[src/rtl/timer_counter_pkg.sv]
// Shared definitions for the memory-mapped timer/counter: register offsets,
// CTRL bit positions, mode codes and the 2-bit FSM state encoding.
package timer_counter_pkg;

  localparam int TC_CNT_W = 32;

  localparam logic [1:0] TC_CTRL   = 2'd0;
  localparam logic [1:0] TC_PRESET = 2'd1;
  localparam logic [1:0] TC_COUNT  = 2'd2;

  localparam int CTRL_EN       = 0;
  localparam int CTRL_MODE_LSB = 1;
  localparam int CTRL_IM       = 3;

  // Only 01 reloads; 00 and both 1x codes behave as one-shot.
  localparam logic [1:0] MODE_RELOAD = 2'b01;

  localparam logic [1:0] ST_IDLE = 2'd0;
  localparam logic [1:0] ST_LOAD = 2'd1;
  localparam logic [1:0] ST_CNT  = 2'd2;
  localparam logic [1:0] ST_INT  = 2'd3;

endpackage

[src/rtl/timer_counter.sv]
// Purpose: memory-mapped down-counter with one-shot / auto-reload modes and maskable irq.
// Latency: writes visible next cycle, reads combinational; COUNT=PRESET two cycles after EN write.
// Backpressure: none, every bridge access is accepted in its cycle.
module timer_counter
  import timer_counter_pkg::*;
#(
  parameter int CNT_W = TC_CNT_W
) (
  input  logic        clk,
  input  logic        reset,
  input  logic [1:0]  addr,
  input  logic        we,
  input  logic [31:0] wdata,
  output logic [31:0] rdata,
  output logic        irq
);

  logic [3:0]       ctrl_q;
  logic [CNT_W-1:0] preset_q;
  logic [CNT_W-1:0] count_q;
  logic [1:0]       state_q;
  logic             pending_q;
  logic             ctrl_wr;
  logic             preset_wr;

  assign ctrl_wr   = we && (addr == TC_CTRL);
  assign preset_wr = we && (addr == TC_PRESET);

  always_ff @(posedge clk or negedge reset) begin
    if (!reset) begin
      ctrl_q    <= '0;
      preset_q  <= '0;
      count_q   <= '0;
      state_q   <= ST_IDLE;
      pending_q <= 1'b0;
    end else begin
      case (state_q)
        ST_IDLE: begin
          if (ctrl_q[CTRL_EN]) state_q <= ST_LOAD;
        end
        ST_LOAD: begin
          count_q <= preset_q;
          state_q <= ST_CNT;
        end
        ST_CNT: begin
          // The <=1 test also covers PRESET=0, so COUNT never wraps.
          if (!ctrl_q[CTRL_EN]) begin
            state_q <= ST_IDLE;
          end else if (count_q > CNT_W'(1)) begin
            count_q <= count_q - CNT_W'(1);
          end else begin
            count_q   <= '0;
            pending_q <= 1'b1;
            state_q   <= ST_INT;
          end
        end
        default: begin
          if (ctrl_q[CTRL_MODE_LSB +: 2] == MODE_RELOAD) begin
            pending_q <= 1'b0;
            state_q   <= ST_LOAD;
          end else begin
            ctrl_q[CTRL_EN] <= 1'b0;
            state_q         <= ST_IDLE;
          end
        end
      endcase

      // Placed after the FSM so a CPU CTRL write overrides the FSM's EN clear.
      if (ctrl_wr) begin
        ctrl_q    <= wdata[3:0];
        pending_q <= 1'b0;
      end
      if (preset_wr) preset_q <= wdata[CNT_W-1:0];
    end
  end

  always_comb begin
    rdata = '0;
    case (addr)
      TC_CTRL:   rdata = {28'd0, ctrl_q};
      TC_PRESET: rdata = 32'(preset_q);
      TC_COUNT:  rdata = 32'(count_q);
      default:   rdata = '0;
    endcase
  end

  assign irq = pending_q & ctrl_q[CTRL_IM];

endmodule

[config.mk]
export PLATFORM = sky130hd
export DESIGN_NAME = timer_counter
export DESIGN_NICKNAME = d
export VERILOG_FILES = /design/src/rtl/timer_counter_pkg.sv /design/src/rtl/timer_counter.sv
export SDC_FILE = /design/constraint.sdc
export NUM_CORES = 1
export LEC_CHECK = 0
export ABC_AREA = 1
export CAP_MARGIN = 20
export CORE_MARGIN = 2
export CORE_UTILIZATION = 40
export CTS_CLUSTER_DIAMETER = 80
export DETAILED_ROUTE_END_ITERATION = 8
export PLACE_DENSITY = 0.68
export SLEW_MARGIN = 10
export SYNTH_ARGS = -nofsm -noshare
export SYNTH_HDL_FRONTEND = slang
export SYNTH_SLANG_ARGS = --single-unit
[constraint.sdc]
create_clock -name clk -period 4.25 [get_ports clk]
set_clock_uncertainty 0.05 [all_clocks]
set_input_delay 0.6375 -clock clk [delete_from_list [all_inputs] [get_ports clk]]
set_output_delay 0.6375 -clock clk [all_outputs]
set_load 0.05 [all_outputs]
After elaboration in Yosys (flattened, before gate mapping)
Index checks and enable logic that the tools add are counted.
{"block": "op_classes", "n_addsub": 1, "mul": 0, "div": 0, "n_lt_le_gt_ge": 1, "eq_ne": 13, "n_shift": 0, "muxes": 17, "bitwise": 1, "reduce_logical": 12}
{"operator": "one-hot mux 32 bit (3 select lines)", "n": 1}
{"operator": "two-way mux 32 bit", "n": 2}
{"operator": "one-hot mux 32 bit (2 select lines)", "n": 1}
{"operator": "> comparator 32 x 1 -> 1 bit (second input constant)", "n": 1}
{"operator": "subtractor 32 x 1 -> 32 bit (second input constant)", "n": 1}
{"operator": "!= test 3 bit (second input constant)", "n": 3}
{"operator": "two-way mux 1 bit", "n": 8}
{"operator": "equality test 2 x 1 -> 1 bit (second input constant)", "n": 3}
{"operator": "two-way mux 2 bit", "n": 3}
{"operator": "!= test 2 bit (second input constant)", "n": 3}
{"operator": "one-hot mux 2 bit (3 select lines)", "n": 1}
{"operator": "AND reduction 2 bit", "n": 3}
{"operator": "equality test 2 bit (second input constant)", "n": 2}
{"operator": "zero test 2 bit", "n": 2}
{"operator": "!= test 2 x 1 -> 1 bit (second input constant)", "n": 2}
{"operator": "AND reduction 4 bit", "n": 1}
{"operator": "nonzero test 3 bit", "n": 1}
{"operator": "OR reduction 3 bit", "n": 1}
{"operator": "logical AND 1 bit", "n": 2}
{"operator": "one-hot mux 1 bit (2 select lines)", "n": 1}
{"operator": "nonzero test 2 bit", "n": 1}
{"operator": "OR reduction 2 bit", "n": 1}
{"operator": "AND 1 bit", "n": 1}
{"block": "totals", "register_bits": 71, "latchBits": 0, "ramBits": 0, "rom_bits": 0, "in_bits": 37, "output_inout_bits": 33, "elab_cells": 51, "n_memories": 0}

Logic depth before layout (Yosys ltp)
Gate-level depths: netlist of the first run.
{"block": "depth", "ltp_word": 5, "mapped_depth": 12, "depth_no_buf": 12}

Worst setup path after synthesis of the first run
OpenSTA, ideal clock, no wires.
{"block": "synth_path", "path_kind": "input -> output", "from": "input port addr[0]", "to": "output port rdata[17]", "arrival_ns": 2.077, "required_time_ns": 3.562, "path_slack_ns": 1.486, "stages": 4, "n_path_buf": 1, "path_cell_list": "inv_2 nand2_1 clkbuf_1 o21ai_0"}
{"block": "synth_via", "elab_chain_cells": 2, "elab_cells_between_ends": 4, "cone_classes": "2 x eq/ne; 1 x mux; 1 x reduce/logical"}
{"item": "start, declared", "line": "timer_counter.sv:11", "rtl": "input logic [1:0] addr,"}
{"item": "equality test 2 bit, or another cell as far along", "line": "timer_counter.sv:79", "rtl": "case (addr)"}
{"item": "one-hot mux 32 bit (3 select lines) (*)", "line": "timer_counter.sv:79"}
{"item": "end, declared", "line": "timer_counter.sv:14", "rtl": "output logic [31:0] rdata,"}
Mark *: on every way between the ends. The rest lies on a longest branch, timed or not.

Worst setup path after layout of the first run
{"block": "layout_path", "from": "input port addr[0]", "to": "output port rdata[2]"}
Same word-level chain as after synthesis.

==> reports/qor.yml, run 1 <==
outcome:
  status: "finished clean"
logic_synthesis:
  synth-seq-cells: 71
  syn_inst: 561
  synth_top_area_share_pct: 39.1
  synthesis.nets: 600
  ys_seq_area_share_pct: 39.1
  synth_top_area_cell: "dfrtp_1"
  yosys_warnings: 0
  synth-compound-area-share_pct: 17.7
  synth_area_um2: 4550
  synth_edf_count: 0
  synthAdderAreaFrac_pct: 0.550
  synth_top_family_by_area: "simple AND/OR/NAND/NOR gates"
  synth.area.mux_share_pct: 6.44
  synth-simple-area-share_pct: 25.8
  synth_cell_types: 34
  ys.flop_type: "dfrtp_1"
  synthArstFlopShare_pct: 100
  syn-mean-instance-area_um2: 8.10
  synthXorXnorAreaFrac_pct: 2.31
  synth_area_leaders: "dfrtp_1 (39%), nand2_1 (9.7%), mux2_2 (6.4%)"
power_and_ir_drop:
  irDropWorstVdd_uv: 259
  switching_share_pct: 45.1
  clockPowerShare_pct: 21.1
  p_leak_nw: 2.38
  intPower_mw: 1.96
  powerDensity_nw_per_um2: 634
  p_switching_mw: 1.61
  combPwrFrac_pct: 45.9
  seq_power_share_pct: 32.9
die:
  die_x_um: 111
  dieArea_um2: 12200
  rows: 38
  core_um2: 11000
  io_pins: 70
  die_y_um: 111
  start_util_pct: 41.4
global_route:
  globalRouteOverflowTotal: 0
  grt_pass1_vias: 4036
  antenna_found_initial: 0
  grt.total_usage_pct: 19.1
  grt_pass1_wl_um: 19200
  grt_max_degree: 47
clocking:
  cts.hold.buffers_added: 0
  postCtsSetupBuffers: 0
  cts_tree: "yes"
  path_clk_slew_ns: 0.06
  clock-sinks: 71
  clk_latency_ns: 0.34
  cts_resized: 0
  h-tree-depth: 3
  clockBufferDepth: 2
  cts_buffers: 9
  clock-root-buffer: "clkbuf_16"
drt:
  via_per_inst: 5.11
  wl_um: 11300
  drc: 0
  num_vias: 3929
  drtIter0Drc: 193
  wl_per_cell_um: 14.7
  ant_nets: 0
  drt_pass1_iterations: 4
worst_setup_path:
  cp_max_fo: 17
  timing.reg2reg.setup_slack_ns: 1.70
  cp.required_ns: 3.56
  startpoint_type: "input pin"
  critical_path_class: "input pin to output pin"
  cp-end-kind: "output pin"
  crit_arrival_ns: 2.73
sta:
  fin_tns_setup_ns: 0
  setup_viol_count_final: 0
  slew_headroom_pct: 33.7
  slew_violations: 0
  hold_viol: 0
  max_freq_mhz: 293
  fin_crit_ns: 3.42
  worst_pin_slew_ns: 0.992
  fin_crit_sh_pct: 80.4
  rsz0062_at_grt: "no"
worst_hold_path:
  min_path_type: "input pin to asynchronous set/reset pin"
final_layout:
  n_antenna_cell: 0
  syn_to_final_growth_pct: 23.8
  nets: 663
  seqCellArea_um2: 1780
  num-fill-cells: 1070
  final_util_pct: 51.3
  multiInputGateArea_um2: 2400
  drive_gt1_share_pct: 21.1
flow_run:
  maxCapViolations: 0
placement:
  dp_hpwl_um: 8230
  io_buffers: 69
  gp_congestion: 0.918
==> worst max-delay path, cell delays in order <==
cell and delay, ns:
clkdlybuf4s50_1 0.49, inv_2 0.06, nor2_4 0.35, buf_12 0.21, nand2_1 0.06, o211ai_1 0.08
clkdlybuf4s50_1 0.84
==> cell usage in the layout (no fill, tap or decap), drive strengths merged, types with 2 or more instances in the layout <==
master and n:
ha 2, o21ai 47, clkdlybuf4s50 68, nand4 2, o211ai 5, nand3b 2
nor2 76, nand3 26, a21oi 55, buf 6, inv 66, nor3 3
mux2 26, a22oi 14, clkbuf 10, o22ai 2, dfrtp 71, clkinvlp 3
xor2 12, nand2 130
==> worst paths after layout <==
| kind | startpoint | end | depth (start not counted) |
|---|---|---|---|
| setup / recovery | addr[0] | rdata[2] | 7 |
| hold / removal | reset | preset_q[3] | 1 |
| setup reg to reg | state_q[1] | count_q[3] | 8 |
| hold reg to reg | preset_q[1] | preset_q[1] | 2 |
| max in group asynchronous | reset | count_q[18] | 2 |
| min in group clk | preset_q[1] | preset_q[1] | 2 |
==> registers in the layout, summed over array words and instances (netlist names) <==
name and count:
preset_q 32, count_q 32, ctrl_q 4, state_q 2
pending_q 1
==> cells by family (layout without fill, tap and decap cells) <==
kind of cell	Yosys count	in the layout
compound gates	124	124
xor+xnor	12	12
fa+ha+maj	2	2
buf+inv	87	155
flops	71	71
mux	26	26
simple gates	239	239
==> final cells by class <==
type,instances,share of cell area [%]
clock buffers,10,4.07
clock inverters,6,1.24
inverters,65,4.33
multi-input cells,403,42.6
flip-flops and latches,71,31.6
well taps,140,3.11
repair buffers,74,13.1
==> metrics by stage <==
| stage | setup WS (ns) | instance area, um^2 | hold WS (ns) | power (mW) | std cells |
|---|---|---|---|---|---|
| floorplan | 1.49 | 4550 | 0.292 | 2.42 | 561 |
| global placement | 0.857 | 5330 | 0.454 | 2.79 | 753 |
| detailed placement | 0.809 | 5330 | 0.462 | 2.84 | 753 |
| CTS | 0.806 | 5630 | 0.397 | 3.61 | 769 |
| global route | 0.707 | 5630 | 0.458 | 3.82 | 769 |
| finish | 0.834 | 5630 | 0.368 | 3.57 | 769 |
==> metal layers <==
layer | vias up | global-route usage [%] | wire length [um]
met5 | - | 0 | 0
met4 | 0 | 7.25 | 195
met3 | 14 | 2.91 | 375
met2 | 66 | 33.5 | 5760
met1 | 1891 | 23.7 | 4960
li1 | 1958 | - | -
==> power by group through the flow <==
| stage | Sequential (mW) | Clock (mW) | Combinational, mW |
|---|---|---|---|
| 2_1_floorplan | 1.11 | 0 | 1.31 |
| 3_3_place_gp | 1.17 | 0 | 1.62 |
| 3_5_place_dp | 1.19 | 0 | 1.65 |
| 4_1_cts | 1.18 | 0.773 | 1.66 |
| 5_1_grt | 1.22 | 0.800 | 1.81 |
| 6_report | 1.18 | 0.755 | 1.64 |
==> synthesized netlist by cell type (5+ instances only) <==
cell and number:
o211ai_1 5, clkbuf_1 10, nand3_1 14, o21ai_0 39, buf_2 5, a22oi_2 13
a21oi_1 41, nand2_2 8, nor2_4 9, mux2_2 26, inv_2 6, a21oi_2 14
nor2_1 51, dfrtp_1 71, nand2_1 118, nor2_2 16, nand3_2 11, xor2_1 12
inv_1 59
(Power assumes the default switching activity.)
==> inputs of run 2 (changes only) <==
--- a/config.mk
+++ b/config.mk
@@ -11,7 +11,7 @@
 export CORE_UTILIZATION = 40
 export CTS_CLUSTER_DIAMETER = 80
 export DETAILED_ROUTE_END_ITERATION = 8
-export PLACE_DENSITY = 0.68
+export PLACE_DENSITY = 0.71
 export SLEW_MARGIN = 10
 export SYNTH_ARGS = -nofsm -noshare
 export SYNTH_HDL_FRONTEND = slang
==> constraint.sdc (replaced) <==
create_clock -name clk -period 2.8 [get_ports clk]
set_clock_uncertainty 0.05 [all_clocks]
set_input_delay 0.42 -clock clk [delete_from_list [all_inputs] [get_ports clk]]
set_output_delay 0.42 -clock clk [all_outputs]
set_load 0.05 [all_outputs]
==> run 2 against run 1 <==
  * Flip-flop and latch count stayed put
  * Design area is 7.1% higher
  * Final cell count is 0.91% higher
  * Non-clock buffer count is 7 higher
  * Hold slack better by 0.043 ns
  * Count of clock-buffer cells in the layout is 1 lower
  * Largest cell class unchanged
  * Largest power group unchanged
==> reports/qor.yml, run 2 (same netlist as run 1, synthesis figures left out) <==
outcome:
  status: "finished clean"
worst_setup_path:
  cp.required_ns: 2.33  # -1.23 ns
  cp_max_fo: 19  # +2
  startpoint_type: "input pin"
  cp-end-kind: "output pin"
  r2r_end: "count_q[22]"
  timing.reg2reg.setup_slack_ns: 0.84  # -0.86 ns
  reg2regPathDepth: 11  # +3
  crit_arrival_ns: 1.90  # -0.83 ns
  r2r-start: "count_q[0]"
  cp-startpoint: "addr[0]"
  critical_path_class: "input pin to output pin"
clocking:
  h-tree-depth: 3  # unchanged
  cts_buffers: 9  # unchanged
  clock-sinks: 71  # unchanged
  cts_resized: 0  # unchanged
  clockBufferDepth: 2  # unchanged
  path_clk_slew_ns: 0.06  # about the same
  clk_latency_ns: 0.33  # about the same
  clock-root-buffer: "clkbuf_16"
  cts_tree: "yes"
sta:
  slew_headroom_pct: 67.1  # +33 points
  max_freq_mhz: 422
  fin_tns_setup_ns: 0  # unchanged
  worst_pin_slew_ns: 0.492  # -0.500 ns
  setup_ws_ns: 0.430  # -0.403 ns
  hold_viol: 0  # unchanged
  rsz0062_at_grt: "no"
  fin_crit_sh_pct: 84.6
  slew_violations: 0  # unchanged
  setup_viol_count_final: 0  # unchanged
  fin_crit_ns: 2.37
global_route:
  globalRouteOverflowTotal: 0  # unchanged
  grt_pass1_wl_um: 20400  # +6.3%
  grt_pass1_vias: 4249  # +5.3%
  grt.total_usage_pct: 20.1  # +1.0 points
  antenna_found_initial: 0  # unchanged
  grt_max_degree: 40  # -15%
drt:
  num_vias: 4017  # +2.2%
  via_per_inst: 5.18  # +1.3%
  wl_per_cell_um: 15.1  # +3.0%
  drt_pass1_iterations: 5  # +1
  drc: 0  # unchanged
  drtIter0Drc: 224  # +16%
  wl_um: 11700  # +3.9%
  ant_nets: 0  # unchanged
final_layout:
  syn_to_final_growth_pct: 32.6
  nets: 670  # +1.1%
  n_antenna_cell: 0  # unchanged
  drive_gt1_share_pct: 27.0  # +5.9 points
  final_cell_mix: "nand2_1 (118), dfrtp_1 (71), inv_1 (59), nor2_1 (51), a21oi_1 (41)"
  reg_top3: "count_q: 32 flops, preset_q: 32 flops, ctrl_q: 4 flops"
  final_common_cell: "nand2_1"
die:
  die_y_um: 111  # unchanged
  core_um2: 11000  # unchanged
  die_x_um: 111  # unchanged
  start_util_pct: 41.4  # unchanged
  dieArea_um2: 12200  # unchanged
  io_pins: 70  # unchanged
  rows: 38  # unchanged
power_and_ir_drop:
  irDropWorstVdd_uv: 456  # +76%
  p_leak_nw: 2.59  # +8.8%
  powerDensity_nw_per_um2: 967  # +52%
placement:
  gp_congestion: 0.915  # -0.32%
  dp_hpwl_um: 8600  # +4.6%
  pre_cts_ws_ns: 0.432  # -0.377 ns
  io_buffers: 69  # unchanged
flow_run:
  maxCapViolations: 0  # unchanged
worst_hold_path:
  min_path_type: "input pin to asynchronous set/reset pin"
## run 2: cell types whose count changed in the layout (fill, tap and decap cells not counted)
cell             previous run  this run
buf_4                       4        10
clkinv_4                    1         0
buf_12                      1        33
clkbuf_1                    1         0
bufinv_16                   1         2
dlygate4sd3_1               0         1
clkinv_2                    0         1
clkdlybuf4s50_1            68        36
## run 2: per-stage QoR
| step | utilization [%] | std cells | hold slack, ns | power, mW | cell area [um^2] |
|---|---|---|---|---|---|
| floorplan | - | 561 | 0.0744 | 3.67 | 4550 |
| global placement | 51.9 | 759 | 0.229 | 4.52 | 5700 |
| detailed placement | 51.9 | 759 | 0.233 | 4.60 | 5700 |
| CTS | 54.9 | 776 | 0.420 | 5.87 | 6030 |
| global route | 54.9 | 776 | 0.430 | 6.22 | 6030 |
| finish | 54.9 | 776 | 0.412 | 5.83 | 6030 |
## run 2: repair_timing
| item | 4_1_cts | 5_1_grt |
|---|---|---|
| setup buffers | 0 | 0 |
| hold endpoints to repair | 7 | 0 |
| hold buffers | 1 | 0 |
## run 2: layout make-up
cell class                      count  area [um^2]
Inverter                           65          244
Multi-Input combinational cell    403         2400
Tap cell                          140          175
Clock buffer                        9          225
Sequential cell                    71         1780
Fill cell                        1000         4950
Timing Repair Buffer               81         1110
Clock inverter                      7         96.3
## run 2: worst max path at each step
stage | endpoint | slack [ns] | depth (start not counted)
finish | rdata[30] | 0.43 | 7
global placement | rdata[2] | 0.46 | 7
global route | rdata[7] | 0.32 | 7
floorplan | rdata[17] | 0.47 | 4
CTS | rdata[30] | 0.41 | 7
detailed placement | rdata[30] | 0.43 | 7
## run 2: critical path, cell delays in order
cell and delay (ns):
clkdlybuf4s50_1 0.49, inv_2 0.06, nor2_4 0.29, buf_12 0.20
nand2_1 0.06, o21ai_0 0.17, buf_12 0.19
## run 2: routing by layer
| layer | share of wire [%] | vias to the layer above | GRT usage, % |
|---|---|---|---|
| met4 | 1.6 | 0 | 6.75 |
| met5 | 0 | - | 0 |
| met1 | 45 | 1942 | 26.1 |
| li1 | - | 1971 | - |
| met3 | 4.2 | 15 | 3.51 |
| met2 | 50 | 89 | 34.0 |
## run 2: power by group
group	internal [mW]	leakage, nW	switching [mW]
Clock	0.781	0.148	0.458
Sequential	1.38	0.831	0.408
Combinational	1.12	1.61	1.68
Total	3.29	2.59	2.55
==> inputs of run 3 (changes only) <==
==> constraint.sdc (replaced) <==
create_clock -name clk -period 2 [get_ports clk]
set_clock_uncertainty 0.05 [all_clocks]
set_input_delay 0.3 -clock clk [delete_from_list [all_inputs] [get_ports clk]]
set_output_delay 0.3 -clock clk [all_outputs]
set_load 0.05 [all_outputs]
==> run 3 against run 2 <==
  * Largest cell class unchanged
  * Sequential power rose by 39%
  * Via count barely moved
  * Clock power increased by 52%
  * Critical path depth increased by 4
  * Count of clock-buffer cells in the layout increased by 2
  * Worst setup slack got worse by 0.29 ns
  * Register-to-register slack worse by 0.70 ns
  * Hold slack better by 0.061 ns
  * Global-route usage is 0.58 points lower
  * Non-clock buffer count rose by 8
  * Final cell count increased by 1.0%
  * Die area did not move
==> reports/qor.yml, run 3 (same netlist as run 1, synthesis figures left out) <==
drt:
  wl_um: 12000  # +2.7%
  drc: 0  # unchanged
  drtIter0Drc: 219  # -2.2%
  drt_pass1_iterations: 5  # unchanged
  via_per_inst: 5.13  # -0.95%
  ant_nets: 0  # unchanged
  wl_per_cell_um: 15.4  # +1.7%
  num_vias: 4020  # +0.075%
final_layout:
  final_common_cell: "nand2_1"
  multiInputGateArea_um2: 2400  # +0.10%
  drive_gt1_share_pct: 28.1  # +1.1 points
  n_antenna_cell: 0  # unchanged
  syn_to_final_growth_pct: 36.4
  reg_top3: "count_q: 32 flops, preset_q: 32 flops, ctrl_q: 4 flops"
  final_cell_mix: "nand2_1 (118), dfrtp_1 (71), inv_1 (59), nor2_1 (51), a21oi_1 (41)"
  nets: 678  # +1.2%
  seqCellArea_um2: 1780  # unchanged
  final_util_pct: 56.4  # +1.6 points
  num-fill-cells: 965  # -3.5%
global_route:
  antenna_found_initial: 0  # unchanged
  grt_pass1_vias: 4076  # -4.1%
  grt_max_degree: 72  # +80%
  grt.total_usage_pct: 19.6  # -0.58 points
  globalRouteOverflowTotal: 0  # unchanged
  grt_pass1_wl_um: 19800  # -3.1%
sta:
  slew_violations: 0  # unchanged
  setup_viol_count_final: 0  # unchanged
  setup_ws_ns: 0.141  # -0.289 ns
  fin_crit_ns: 1.86
  rsz0062_at_grt: "no"
  worst_pin_slew_ns: 0.540  # +0.0477 ns
  hold_viol: 0  # unchanged
  fin_crit_sh_pct: 92.9
  max_freq_mhz: 538
  slew_headroom_pct: 64.0  # -3.1 points
clocking:
  cts_buffers: 9  # unchanged
  clock-root-buffer: "clkbuf_16"
  clk_latency_ns: 0.33  # about the same
  cts_tree: "yes"
  clock-sinks: 71  # unchanged
  path_clk_slew_ns: 0.06  # about the same
  clockBufferDepth: 2  # unchanged
  h-tree-depth: 3  # unchanged
placement:
  io_buffers: 69  # unchanged
  dp_hpwl_um: 8360  # -2.9%
  gp_congestion: 0.900  # -1.6%
  pre_cts_ws_ns: -0.0546  # -0.486 ns
flow_run:
  maxCapViolations: 0  # unchanged
die:
  die_y_um: 111  # unchanged
  die_x_um: 111  # unchanged
  rows: 38  # unchanged
  io_pins: 70  # unchanged
  start_util_pct: 41.4  # unchanged
  dieArea_um2: 12200  # unchanged
  core_um2: 11000  # unchanged
worst_setup_path:
  cp-end-kind: "flip-flop"
  critical_path_class: "flip-flop to flip-flop"
  cp_slowest_cell: "dfrtp_1"
  startpoint_type: "flip-flop"
  path_common_cell: "nand2_1"
  cpLargestDelayFamily: "simple AND/OR/NAND/NOR gates"
  cp_max_fo: 5  # -14
  cp-startpoint: "count_q[0]"
  r2r-start: "count_q[0]"
  crit_arrival_ns: 2.04  # +0.14 ns
  cp_cell_sequence: "inv_2 > ha_2 > nand2_2 > nor2_4 > nand2_4 > nor2_4 > nand2_1 > o21ai_1 > nand2_1 > nand2_1 > inv_1"
  cp.required_ns: 2.18  # -0.15 ns
  critPathBufInv: 2  # -2
  slowest_delay_ns: 0.40  # -0.09 ns
power_and_ir_drop:
  clockPowerShare_pct: 22.5  # +1.2 points
  p_switching_mw: 3.57  # +40%
  powerDensity_nw_per_um2: 1350  # +40%
  switching_share_pct: 42.7  # -1.0 points
  irDropWorstVdd_uv: 572  # +25%
  seq_power_share_pct: 29.7  # -1.0 points
  power_mw: 8.38  # +44%
  intPower_mw: 4.81  # +46%
  combPwrFrac_pct: 47.8  # -0.3 points
  p_leak_nw: 2.69  # +3.8%
worst_hold_path:
  min_path_type: "flip-flop to flip-flop"
  min_from: "preset_q[2]"
outcome:
  status: "finished clean"
==> run 3: cell type report <==
cell class	instances	share of cell area, %
sequential	71	28.7
tap	140	2.83
clock buffer	11	3.92
inverter	65	3.98
clock inverter	5	1.70
timing repair buffer	89	20.2
multi-input combinational	403	38.7
==> run 3: power groups by stage <==
stage                     clock (mW)  sequential [mW]  combinational [mW]
final                           1.88             2.49                4.00
after global routing            1.97             2.57                4.38
after CTS                       1.90             2.48                3.98
after detailed placement           0             2.50                3.95
after global placement             0             2.48                3.86
after floorplan                    0             2.36                2.79
==> run 3: worst paths after layout <==
path / cells past startpoint / slack, ns / endpoint
worst max register to register: 11 / 0.14 / count_q[22]
max in group asynchronous: 3 / 1.11 / count_q[13]
min in group asynchronous: 3 / 0.48 / preset_q[26]
worst min register to register: 2 / 0.47 / preset_q[2]
worst min-delay path: 2 / 0.47 / preset_q[2]
worst max-delay path: 11 / 0.14 / count_q[22]
==> run 3: through the flow <==
| step | hold WS (ns) | TNS [ns] | instances | instance area, um^2 |
|---|---|---|---|---|
| floorplan | -0.0456 | -1.37 | 561 | 4550 |
| global placement | 0.312 | 0 | 760 | 5740 |
| detailed placement | 0.311 | -0.325 | 760 | 5740 |
| CTS | 0.473 | 0 | 777 | 6100 |
| global route | 0.506 | 0 | 784 | 6200 |
| finish | 0.472 | 0 | 784 | 6200 |
==> run 3: per-layer routing <==
layer	share of wire (%)	GRT usage (%)
met5	0	0
met4	1.3	4.92
met3	4.6	3.84
met2	49	32.7
met1	45	26.1
==> run 3: what timing repair did <==
item | CTS | global route
setup endpoints to repair | 14 | 28
resized for setup | 12 | 14
endpoints found under the hold margin | 71 | 0
hold buffers | 1 | 0
setup buffers | 0 | 5
cloned | 0 | 2
pin swaps | 1 | 3
==> run 3: worst min-delay path, cell delays in order (launching register included) <==
cell and delay (ns):
dfrtp_1 0.37, nand2_1 0.06, o21ai_0 0.06
